[src/rtl/clint_lite.sv]
// Lightweight core-local interruptor: 64-bit mtime/mtimecmp timer plus msip software interrupt,
// exposed through a 64 KiB word-addressed register window with a valid/ready request/response bus.
module clint_lite #(
    parameter int unsigned TICK_DIV  = 1,
    parameter logic [31:0] BASE_ADDR = 32'h0200_0000
) (
    input  logic        clk_i,
    input  logic        rst_i,
    input  logic        req_valid_i,
    output logic        req_ready_o,
    input  logic        req_we_i,
    input  logic [31:0] req_addr_i,
    input  logic [31:0] req_wdata_i,
    output logic        rsp_valid_o,
    input  logic        rsp_ready_i,
    output logic [31:0] rsp_rdata_o,
    output logic        rsp_err_o,
    output logic        irq_timer_o,
    output logic        irq_software_o
);

    localparam logic [15:0] OFF_MSIP     = 16'h0000;
    localparam logic [15:0] OFF_CMP_LO   = 16'h4000;
    localparam logic [15:0] OFF_CMP_HI   = 16'h4004;
    localparam logic [15:0] OFF_MTIME_LO = 16'hBFF8;
    localparam logic [15:0] OFF_MTIME_HI = 16'hBFFC;
    localparam logic [15:0] PRE_LAST     = 16'(TICK_DIV - 1);

    logic [15:0] pre;
    logic        tick;
    logic [63:0] mtime, mtime_nxt;
    logic [63:0] mtimecmp, cmp_nxt;
    logic        msip, msip_nxt;

    logic [15:0] offset;
    logic        in_win, mapped;
    logic        sel_msip, sel_cmp_lo, sel_cmp_hi, sel_mtime_lo, sel_mtime_hi;
    logic [31:0] rd_val;
    logic        xfer, wr;

    assign tick = (pre == PRE_LAST);

    // Byte lane bits are masked so every access targets a whole word.
    always_comb begin
        offset       = req_addr_i[15:0] & 16'hFFFC;
        in_win       = (req_addr_i[31:16] == BASE_ADDR[31:16]);
        sel_msip     = in_win && (offset == OFF_MSIP);
        sel_cmp_lo   = in_win && (offset == OFF_CMP_LO);
        sel_cmp_hi   = in_win && (offset == OFF_CMP_HI);
        sel_mtime_lo = in_win && (offset == OFF_MTIME_LO);
        sel_mtime_hi = in_win && (offset == OFF_MTIME_HI);
        mapped       = sel_msip || sel_cmp_lo || sel_cmp_hi || sel_mtime_lo || sel_mtime_hi;
        rd_val       = '0;
        if (sel_msip)     rd_val = {31'b0, msip};
        if (sel_cmp_lo)   rd_val = mtimecmp[31:0];
        if (sel_cmp_hi)   rd_val = mtimecmp[63:32];
        if (sel_mtime_lo) rd_val = mtime[31:0];
        if (sel_mtime_hi) rd_val = mtime[63:32];
    end

    assign req_ready_o    = rst_i || !rsp_valid_o || rsp_ready_i;
    assign xfer           = req_valid_i && req_ready_o && !rst_i;
    assign wr             = xfer && req_we_i;
    assign irq_software_o = msip;

    // A write to either mtime half overrides that cycle's increment; the other half is left untouched.
    always_comb begin
        mtime_nxt = mtime + {63'b0, tick};
        if (wr && sel_mtime_lo) mtime_nxt = {mtime[63:32], req_wdata_i};
        if (wr && sel_mtime_hi) mtime_nxt = {req_wdata_i, mtime[31:0]};
        cmp_nxt = mtimecmp;
        if (wr && sel_cmp_lo) cmp_nxt[31:0]  = req_wdata_i;
        if (wr && sel_cmp_hi) cmp_nxt[63:32] = req_wdata_i;
        msip_nxt = msip;
        if (wr && sel_msip) msip_nxt = req_wdata_i[0];
    end

    always_ff @(posedge clk_i) begin
        if (rst_i) begin
            pre         <= '0;
            mtime       <= '0;
            mtimecmp    <= '1;
            msip        <= 1'b0;
            irq_timer_o <= 1'b0;
            rsp_valid_o <= 1'b0;
            rsp_rdata_o <= '0;
            rsp_err_o   <= 1'b0;
        end else begin
            pre         <= tick ? '0 : pre + 16'd1;
            mtime       <= mtime_nxt;
            mtimecmp    <= cmp_nxt;
            msip        <= msip_nxt;
            irq_timer_o <= (mtime_nxt >= cmp_nxt);
            if (xfer) begin
                rsp_valid_o <= 1'b1;
                rsp_rdata_o <= req_we_i ? '0 : rd_val;
                rsp_err_o   <= !mapped;
            end else if (rsp_ready_i) begin
                rsp_valid_o <= 1'b0;
            end
        end
    end

endmodule

[config.mk]
export PLATFORM = sky130hd
export DESIGN_NAME = clint_lite
export DESIGN_NICKNAME = d
export VERILOG_FILES = /design/src/rtl/clint_lite.sv
export SDC_FILE = /design/constraint.sdc
export NUM_CORES = 1
export LEC_CHECK = 0
export BUFFER_PORTS_ARGS = -buffer_cell sky130_fd_sc_hd__buf_2
export CAP_MARGIN = 0
export CORE_ASPECT_RATIO = 2
export CORE_MARGIN = 10
export CORE_UTILIZATION = 50
export CTS_CLUSTER_DIAMETER = 100
export CTS_CLUSTER_SIZE = 28
export DETAILED_ROUTE_END_ITERATION = 10
export HOLD_SLACK_MARGIN = 0.1
export PLACE_DENSITY_LB_ADDON = 0.2
export SYNTH_ARGS = -nofsm -noshare
export SYNTH_HDL_FRONTEND = slang
export SYNTH_SLANG_ARGS = --single-unit
[constraint.sdc]
create_clock -name clk_i -period 3.6 [get_ports clk_i]
set_input_delay 0.18 -clock clk_i [delete_from_list [all_inputs] [get_ports clk_i]]
set_output_delay 0.18 -clock clk_i [all_outputs]
set_load 0.1 [all_outputs]
Word level (Yosys, flattened, before mapping)
Cells that the tools add are included.
- add/sub/neg operators: 2
- $lt $le $gt $ge: 1
- equal/unequal tests: 5
- multiplexer cells: 12
- reductions and logical operators: 26
- operators by type and width (kind ; count):
    $mux 32 ; 7
    $mux 64 ; 2
    $add 64x1->64 ; 1
    $ge 64x64->1 ; 1
    $logic_not 16->1 ; 2
    $eq 14x13->1 const B ; 2
    $eq 14x14->1 const B ; 2
    $add 16x1->16 const B ; 1
    $eq 16x10->1 const B ; 1
    $logic_and 1x1->1 ; 13
    $logic_or 1x1->1 ; 6
    $logic_not 1->1 ; 3
    $mux 1 ; 3
    $reduce_bool 2->1 ; 1
    $reduce_or 2->1 ; 1
- register bits after elaboration: 180
- input port bits: 69
- word-level logic and storage cells: 54

Longest topological paths before layout
Gate-level depths: netlist of run 1.
- word-level depth: 10
- gate-level depth with buffers: 21
- gate-level depth less buffers: 21

Least setup slack after synthesis of run 1
OpenSTA, ideal clock, no wires.
- kind: flip-flop to flip-flop
- from: register pre[0]
- to: register irq_timer_o
- library setup time: 116 ps
- data arrival time: 3859 ps
- data required time: 3484 ps
- path slack: -375 ps
- cell stages (with the launch flop): 19
- period minus slack after synthesis: 3975 ps
- cells stage by stage: dfxtp_1 -> inv_1 -> ha_1 -> nor4b_1 -> and4_1 -> ha_1 -> ha_1 -> nand3_1 -> nor4_1 -> nand3b_1 -> and3_1 -> or4_4 -> ha_1 -> a21o_1 -> a21o_1 -> a211oi_1 -> o21a_1 -> o2bb2ai_1 -> a41o_1
- longest elaborated chain between the ends: 5
- ends and longest elaborated chain (item ; RTL line ; text):
    start: declaration ; 29 ; logic [15:0] pre;
    start signal: assignment ; 89 ; pre <= tick ? '0 : pre + 16'd1;
    $logic_not 16->1 ; 41 ; assign tick = (pre == PRE_LAST);
    $add 64x1->64 ; 68 ; mtime_nxt = mtime + {63'b0, tick};
    $mux 64 ; 69 ; if (wr && sel_mtime_lo) mtime_nxt = {mtime[63:32], req_wdata_i};
    $mux 64 ; 70 ; if (wr && sel_mtime_hi) mtime_nxt = {req_wdata_i, mtime[31:0]};
    net mtime_nxt[58] ; 31 ; logic [63:0] mtime, mtime_nxt;
    $ge 64x64->1 ; 93 ; irq_timer_o <= (mtime_nxt >= cmp_nxt);
    end signal: assignment ; 93 ;
    end: declaration ; 18 ; output logic irq_timer_o,
The timed path passes the listed nets, and every way through them passes these cells.
A chain may end at the register's enable or synchronous reset.

Final worst setup path of run 1
- from: register pre[1]
- to: register irq_timer_o
The elaborated chain is that of the path after synthesis.

==> impl_metrics.env, run 1 <==
export IMPL_synthMuxAreaShare=0.0655
export IMPL_avgSynthCellArea_um2=8.10
export IMPL_synth_common_cells="180 x dfxtp_1, 130 x nor2_1, 106 x nand2_1"
export IMPL_endpoint_kind="flip-flop"
export IMPL_synth_most_common_cell="dfxtp_1"
export IMPL_clockRootBuffer="clkbuf_16"
export IMPL_start_util=0.505
export IMPL_tightest_slew_ns=1.08
export IMPL_stdcell_count=1967
export IMPL_wl_met1_um=13500
export IMPL_fmaxAchievable_mhz=249
export IMPL_critical_path_max_fanout=4
export IMPL_dr_max_layer_used="met4"
export IMPL_drtIter0Drc=758
export IMPL_grt_max_degree=80
export IMPL_whs_ns=0.122
export IMPL_drt_vias_per_instance=5.90
export IMPL_synth_warnings=0
export IMPL_cts_tree="done"
export IMPL_cap_violations=0
export IMPL_power_density_nw_per_um2=277
export IMPL_ant_nets=0
export IMPL_drive_gt1_frac=0.290
export IMPL_dieHeight_um=228
export IMPL_dieWidth_um=124
export IMPL_setup_slack_ns=-0.413
export IMPL_met2_length_um=21400
export IMPL_finClkSkew_ns=0.00990
export IMPL_place_gp_congestion=0.979
export IMPL_die_area_um2=28400
export IMPL_crit_chain="inv_2, ha_4, nor4b_4, and4_4, ha_4, and3_4, nand2_2, or4_4, or3_4, buf_4, nor2_2, xnor2_2, a21oi_1, ha_1, a211oi_1, o21ai_1, o2111ai_1, nand2_1, o2bb2ai_2, a41o_1"
export IMPL_synth_cell_types=67
export IMPL_antenna_found_initial=0
export IMPL_hold_violations=0
export IMPL_slew_violations=0
export IMPL_grt_pass1_wl_um=60900
export IMPL_yosys_area_share_simple=0.276
export IMPL_dr_wl_met3_um=1740
export IMPL_io_pins=106
export IMPL_max_stage_delay_ns=0.48
export IMPL_area_growth_pct=35.7
export IMPL_cp_start_kind="flip-flop"
export IMPL_finalWirelength_um=39100
export IMPL_fin_crit_ns=4.01
export IMPL_io_buffers=103
export IMPL_status="finished with violations"
export IMPL_path_buf_inv=2
export IMPL_synthAdderAreaFrac=0.0783
export IMPL_clk_latency_ns=0.45
export IMPL_place_hpwl_um=29900
export IMPL_htreeDepth=4
export IMPL_yosys_top_cells_area="dfxtp_1 33%, ha_1 7.8%, mux2i_1 6.5%, a21oi_1 4.8%, o21ai_0 4.8%"
export IMPL_grt_overflow_total=0
export IMPL_ys_ff_latch=180
export IMPL_ys_flop_type="dfxtp_1"
export IMPL_violations="setup timing"
export IMPL_stdcell_area_um2=14700
export IMPL_crit_family="simple AND/OR/NAND/NOR gates"
export IMPL_crit_required_ns=3.94
export IMPL_setup_viol=1
export IMPL_synth_top_family_by_area="simple AND/OR/NAND/NOR gates"
export IMPL_p_leak_nw=6.52
export IMPL_avgRoutedWirePerCell_um=19.9
export IMPL_drc_errors=0
export IMPL_yosysSeqAreaShare=0.332
export IMPL_crit_path_top_delay_cell="or4_4"
export IMPL_worst_ep_arrival_time_ns=4.35
export IMPL_min_path_type="primary input to flip-flop"
export IMPL_yosys_area_share_xor_xnor=0.0266
export IMPL_clk_path_buf_depth=2
export IMPL_place_area_um2=13500
export IMPL_fin_crit_sh=1.11
export IMPL_regArea_um2=3610
export IMPL_rsz0062_at_grt="true"
export IMPL_numClockSinks=180
export IMPL_fp_row_count=76
export IMPL_crit_type="flip-flop to flip-flop"
export IMPL_synth_edff_count=0
export IMPL_antennaDiodeCount=0
export IMPL_via_count=11600
export IMPL_yosys_area_top_type_share=0.332
export IMPL_postSynth_asyncResetShare=0
export IMPL_dp_cells=1905
export IMPL_syn_num_nets=1478
export IMPL_peakVddDrop_v=0.000340
export IMPL_cts_buffers_inserted=17
export IMPL_synth_compound_area_frac=0.185
export IMPL_power_total_mw=4.08
export IMPL_grt_pass1_vias=11800
export IMPL_fillers=1876
export IMPL_clkTransAtPathRegs_ns=0.07
export IMPL_nets=1823
export IMPL_yosys_area_top_type="dfxtp_1"
export IMPL_synthCells=1341
export IMPL_track_usage=0.263
export IMPL_coreArea_um2=21500
export IMPL_relSlewSlack=0.279
export IMPL_multi_input_area_um2=7230
export IMPL_synth_area_um2=10900
export IMPL_first_pass_iters=5
export IMPL_critPathMostFrequentCell="ha_4"
==> cell type report <==
type                       instances  area share
multi-input combinational       1066       0.491
sequential                       180       0.245
timing repair buffer             404       0.200
clock buffer                      23      0.0338
tap                              273      0.0232
inverter                          17     0.00433
clock inverter                     4     0.00340
==> kinds of logic (layout without fill, tap and decap cells) <==
logic type      count (synthesis)  in the layout
mux                            71             71
simple gates                  560            560
compound gates                334            334
fa+ha+maj                      68             68
buf+inv                        95            448
flops                         180            180
xor+xnor                       33             33
==> where the power goes <==
group	total (mW)	switching, mW	internal [mW]
clock	1.80	0.777	1.02
combinational	0.269	0.155	0.115
sequential	2.01	0.0104	2.00
==> timing repair <==
action / 4_1_cts / 5_1_grt
buffers inserted: 9 / 5
pin swaps: 22 / 29
endpoints found under the setup margin: 1 / 2
cloned: 0 / 0
resized for setup: 33 / 48
hold buffers: 21 / 0
endpoints found under the hold margin: 37 / 0
==> per-stage QoR <==
stage,setup slack [ns],util,TNS [ns]
6_report,-0.413,0.686,-0.413
5_1_grt,-0.598,0.686,-0.598
4_1_cts,-0.525,0.674,-0.525
3_5_place_dp,-0.844,0.630,-0.844
3_3_place_gp,-0.822,0.630,-0.822
2_1_floorplan,-0.337,-,-0.337
==> registers in the layout, indices dropped and copies added (netlist names) <==
| name | flops |
|---|---|
| rsp_err_o | 1 |
| mtime | 64 |
| irq_software_o | 1 |
| irq_timer_o | 1 |
| pre | 16 |
| rsp_rdata_o | 32 |
| rsp_valid_o | 1 |
| mtimecmp | 64 |
==> per-layer routing <==
layer | up-vias | GRT usage
met5 | - | 0
met1 | 5501 | 0.248
met2 | 385 | 0.502
met4 | 0 | 0.171
li1 | 5573 | -
met3 | 141 | 0.0451
==> final timing paths <==
| check | start | end | slack (ns) | cells after the start |
|---|---|---|---|---|
| worst max-delay path | pre[1] | irq_timer_o | -0.41 | 20 |
| worst min-delay path | req_wdata_i[29] | mtimecmp[61] | 0.12 | 3 |
| worst max register to register | pre[1] | irq_timer_o | -0.41 | 20 |
| worst min register to register | rsp_rdata_o[23] | rsp_rdata_o[23] | 0.44 | 2 |
==> cells in the final DEF, fill, tap and decap left out, types with 14 or more instances in the layout <==
| cell type | netlist | layout |
|---|---|---|
| nor3_1 | 36 | 25 |
| a21oi_1 | 105 | 102 |
| o21ai_1 | 11 | 18 |
| dfxtp_1 | 180 | 178 |
| clkbuf_16 | 0 | 17 |
| ha_1 | 68 | 65 |
| a211oi_1 | 17 | 14 |
| nand3_1 | 53 | 50 |
| inv_1 | 17 | 15 |
| xor2_1 | 20 | 19 |
| mux2i_1 | 70 | 70 |
| o21ai_0 | 104 | 94 |
| nand2b_1 | 69 | 68 |
| nand2_1 | 106 | 103 |
| buf_2 | 15 | 102 |
| nand4_1 | 32 | 32 |
| nor2b_1 | 34 | 34 |
| nor2_1 | 130 | 122 |
| and3_1 | 27 | 26 |
| a221oi_1 | 29 | 29 |
| buf_4 | 9 | 270 |
| dlygate4sd3_1 | 0 | 21 |
| nor4_1 | 25 | 18 |
==> tightest hold or removal path, stage by stage <==
cell,delay (ns)
buf_2,0.13
mux2i_1,0.12
nand2b_1,0.10
Note: power is estimated with default switching activity, not from simulation.
==> run 2, diff against run 1 <==
--- a/config.mk
+++ b/config.mk
@@ -14,7 +14,7 @@
 export CTS_CLUSTER_SIZE = 28
 export DETAILED_ROUTE_END_ITERATION = 10
 export HOLD_SLACK_MARGIN = 0.1
-export PLACE_DENSITY_LB_ADDON = 0.2
+export PLACE_DENSITY = 0.8
 export SYNTH_ARGS = -nofsm -noshare
 export SYNTH_HDL_FRONTEND = slang
 export SYNTH_SLANG_ARGS = --single-unit
==> run 2 against run 1 <==
- the flow still finishes with violations (setup timing)
- critical path depth down 1
- setup slack lost 0.063 ns
- non-clock buffer count down 20
- hold slack worse by 0.0074 ns
- power increased by 7.5%
- wire length up 2.3%
- final cell count is 0.76% lower
- first-iteration DRC count up 55%
- largest power group is now clock
- highest routed layer unchanged
==> impl_metrics.env, run 2 (synthesis results as in run 1) <==
export IMPL_r2r_start="pre[5]"
export IMPL_clk_path_buf_depth=2
export IMPL_antenna_found_initial=1
export IMPL_fmaxAchievable_mhz=245
export IMPL_grt_overflow_total=0
export IMPL_grt_pass1_vias=12300
export IMPL_finClkSkew_ns=0.00928
export IMPL_post_route_util=0.683
export IMPL_multi_input_area_um2=7200
export IMPL_first_pass_iters=6
export IMPL_io_pins=106
export IMPL_slew_violations=0
export IMPL_reg2reg_slack_ns=-0.48
export IMPL_clk_latency_ns=0.46
export IMPL_min_path_cells=3
export IMPL_stdcell_count=1952
export IMPL_worst_ep_arrival_time_ns=4.43
export IMPL_min_path_type="primary input to flip-flop"
export IMPL_final_common_cell="buf_4"
export IMPL_fillers=1734
export IMPL_power_density_nw_per_um2=299
export IMPL_violations="setup timing"
export IMPL_grt_max_degree=109
export IMPL_htreeDepth=4
export IMPL_drc_errors=0
export IMPL_r2r_cells=19
export IMPL_holdPathEnd="mtime[46]"
export IMPL_hold_path_startpoint="req_wdata_i[14]"
export IMPL_p_leak_nw=6.44
export IMPL_rsz0062_at_grt="true"
export IMPL_drt_vias_per_instance=6.18
export IMPL_cp_start_kind="flip-flop"
export IMPL_regArea_um2=3610
export IMPL_clockRootBuffer="clkbuf_16"
export IMPL_grt_pass1_wl_um=62700
export IMPL_hold_violations=0
export IMPL_track_usage=0.267
export IMPL_final_cell_mix="247 x buf_4, 178 x dfxtp_1, 124 x nor2_1, 102 x buf_2"
export IMPL_coreArea_um2=21500
export IMPL_dieHeight_um=228
export IMPL_cap_violations=0
export IMPL_largest_registers="mtime: 64 flops, mtimecmp: 64 flops, rsp_rdata_o: 32 flops"
export IMPL_place_gp_congestion=1.03
export IMPL_whs_ns=0.115
export IMPL_numClockSinks=180
export IMPL_place_hpwl_um=30200
export IMPL_die_area_um2=28400
export IMPL_r2r_end="irq_timer_o"
export IMPL_dieWidth_um=124
export IMPL_finalWirelength_um=40000
export IMPL_clkTransAtPathRegs_ns=0.07
export IMPL_peakVddDrop_v=0.000284
export IMPL_tightest_slew_ns=1.08
export IMPL_relSlewSlack=0.281
export IMPL_via_count=12100
export IMPL_nets=1803
export IMPL_fp_row_count=76
export IMPL_status="finished with violations"
export IMPL_fin_crit_ns=4.08
export IMPL_drtIter0Drc=1175
export IMPL_critical_path_max_fanout=4
export IMPL_start_util=0.505
export IMPL_setup_viol=1
export IMPL_dp_cells=1888
export IMPL_pre_cts_ws_ns=-0.700
export IMPL_setup_slack_ns=-0.476
export IMPL_cts_buffers_inserted=17
export IMPL_crit_required_ns=3.95
export IMPL_endpoint_kind="flip-flop"
export IMPL_drive_gt1_frac=0.281
export IMPL_ant_nets=0
export IMPL_io_buffers=103
export IMPL_power_total_mw=4.39
export IMPL_fin_crit_sh=1.13
export IMPL_crit_type="flip-flop to flip-flop"
export IMPL_avgRoutedWirePerCell_um=20.5
export IMPL_cts_tree="done"
export IMPL_area_growth_pct=35.0
## run 2: changes by cell type in the layout (fill, tap and decap cells not counted), sizes merged
| cell | before | now |
|---|---|---|
| bufinv | 1 | 5 |
| inv | 17 | 18 |
| dlygate4sd3 | 21 | 22 |
| diode | 0 | 1 |
| clkinvlp | 2 | 1 |
| buf | 383 | 362 |
## run 2: worst max-delay path by stage
stage / start / end / slack [ns] / cells past startpoint
2_1_floorplan: pre[0] / irq_timer_o / -0.34 / 21
3_3_place_gp: pre[0] / irq_timer_o / -0.65 / 21
3_5_place_dp: pre[0] / irq_timer_o / -0.70 / 21
4_1_cts: pre[0] / irq_timer_o / -0.58 / 21
5_1_grt: pre[5] / irq_timer_o / -0.66 / 20
6_report: pre[5] / irq_timer_o / -0.48 / 19
## run 2: stage by stage
stage / cell area, um2 / TNS (ns)
after global routing: 14700 / -0.661
final: 14700 / -0.476
after floorplan: 10900 / -0.337
after global placement: 13400 / -0.649
after detailed placement: 13400 / -0.700
after CTS: 14300 / -0.579
## run 2: layer usage
layer  share of wire  track usage  up-vias
met4           0.078        0.206        0
met1            0.34        0.252     5692
met3           0.061       0.0460      222
met2            0.52        0.495      607
met5               0            0        -
li1                -            -     5549
## run 2: area by class of cell
cell class	count	area share
clock buffer	23	0.0326
multi-input combinational	1066	0.491
inverter	17	0.00435
antenna	1	0.000171
sequential	180	0.246
tap	273	0.0233
timing repair buffer	384	0.191
clock inverter	8	0.0117
## run 2: where the power goes
| part | switching (mW) | internal (mW) | total, mW | leakage, nW |
|---|---|---|---|---|
| combinational | 0.159 | 0.123 | 0.282 | 4.67 |
| sequential | 0.0108 | 2.00 | 2.01 | 1.45 |
| clock | 0.811 | 1.28 | 2.10 | 0.314 |
## run 2: what timing repair did
item	4_1_cts	5_1_grt
setup buffers	2	8
gates resized for setup	14	65
endpoints found under the setup margin	1	1
pin swaps	14	44
hold buffers	22	0
hold endpoints to repair	34	0
## run 2: critical path, stage by stage (launching register included)
cell       delay, ns
dfxtp_1         0.32
nor4_2          0.34
and4_4          0.31
ha_4            0.15
buf_6           0.09
and3_4          0.19
nand2_4         0.06
or4_4           0.49
or3_4           0.41
nor2_4          0.14
xnor2_2         0.14
a21oi_2         0.08
ha_1            0.31
a21o_1          0.17
a21oi_2         0.16
o21ai_2         0.07
o2111ai_1       0.08
nand2_1         0.10
o2bb2ai_1       0.14
a41o_1          0.21
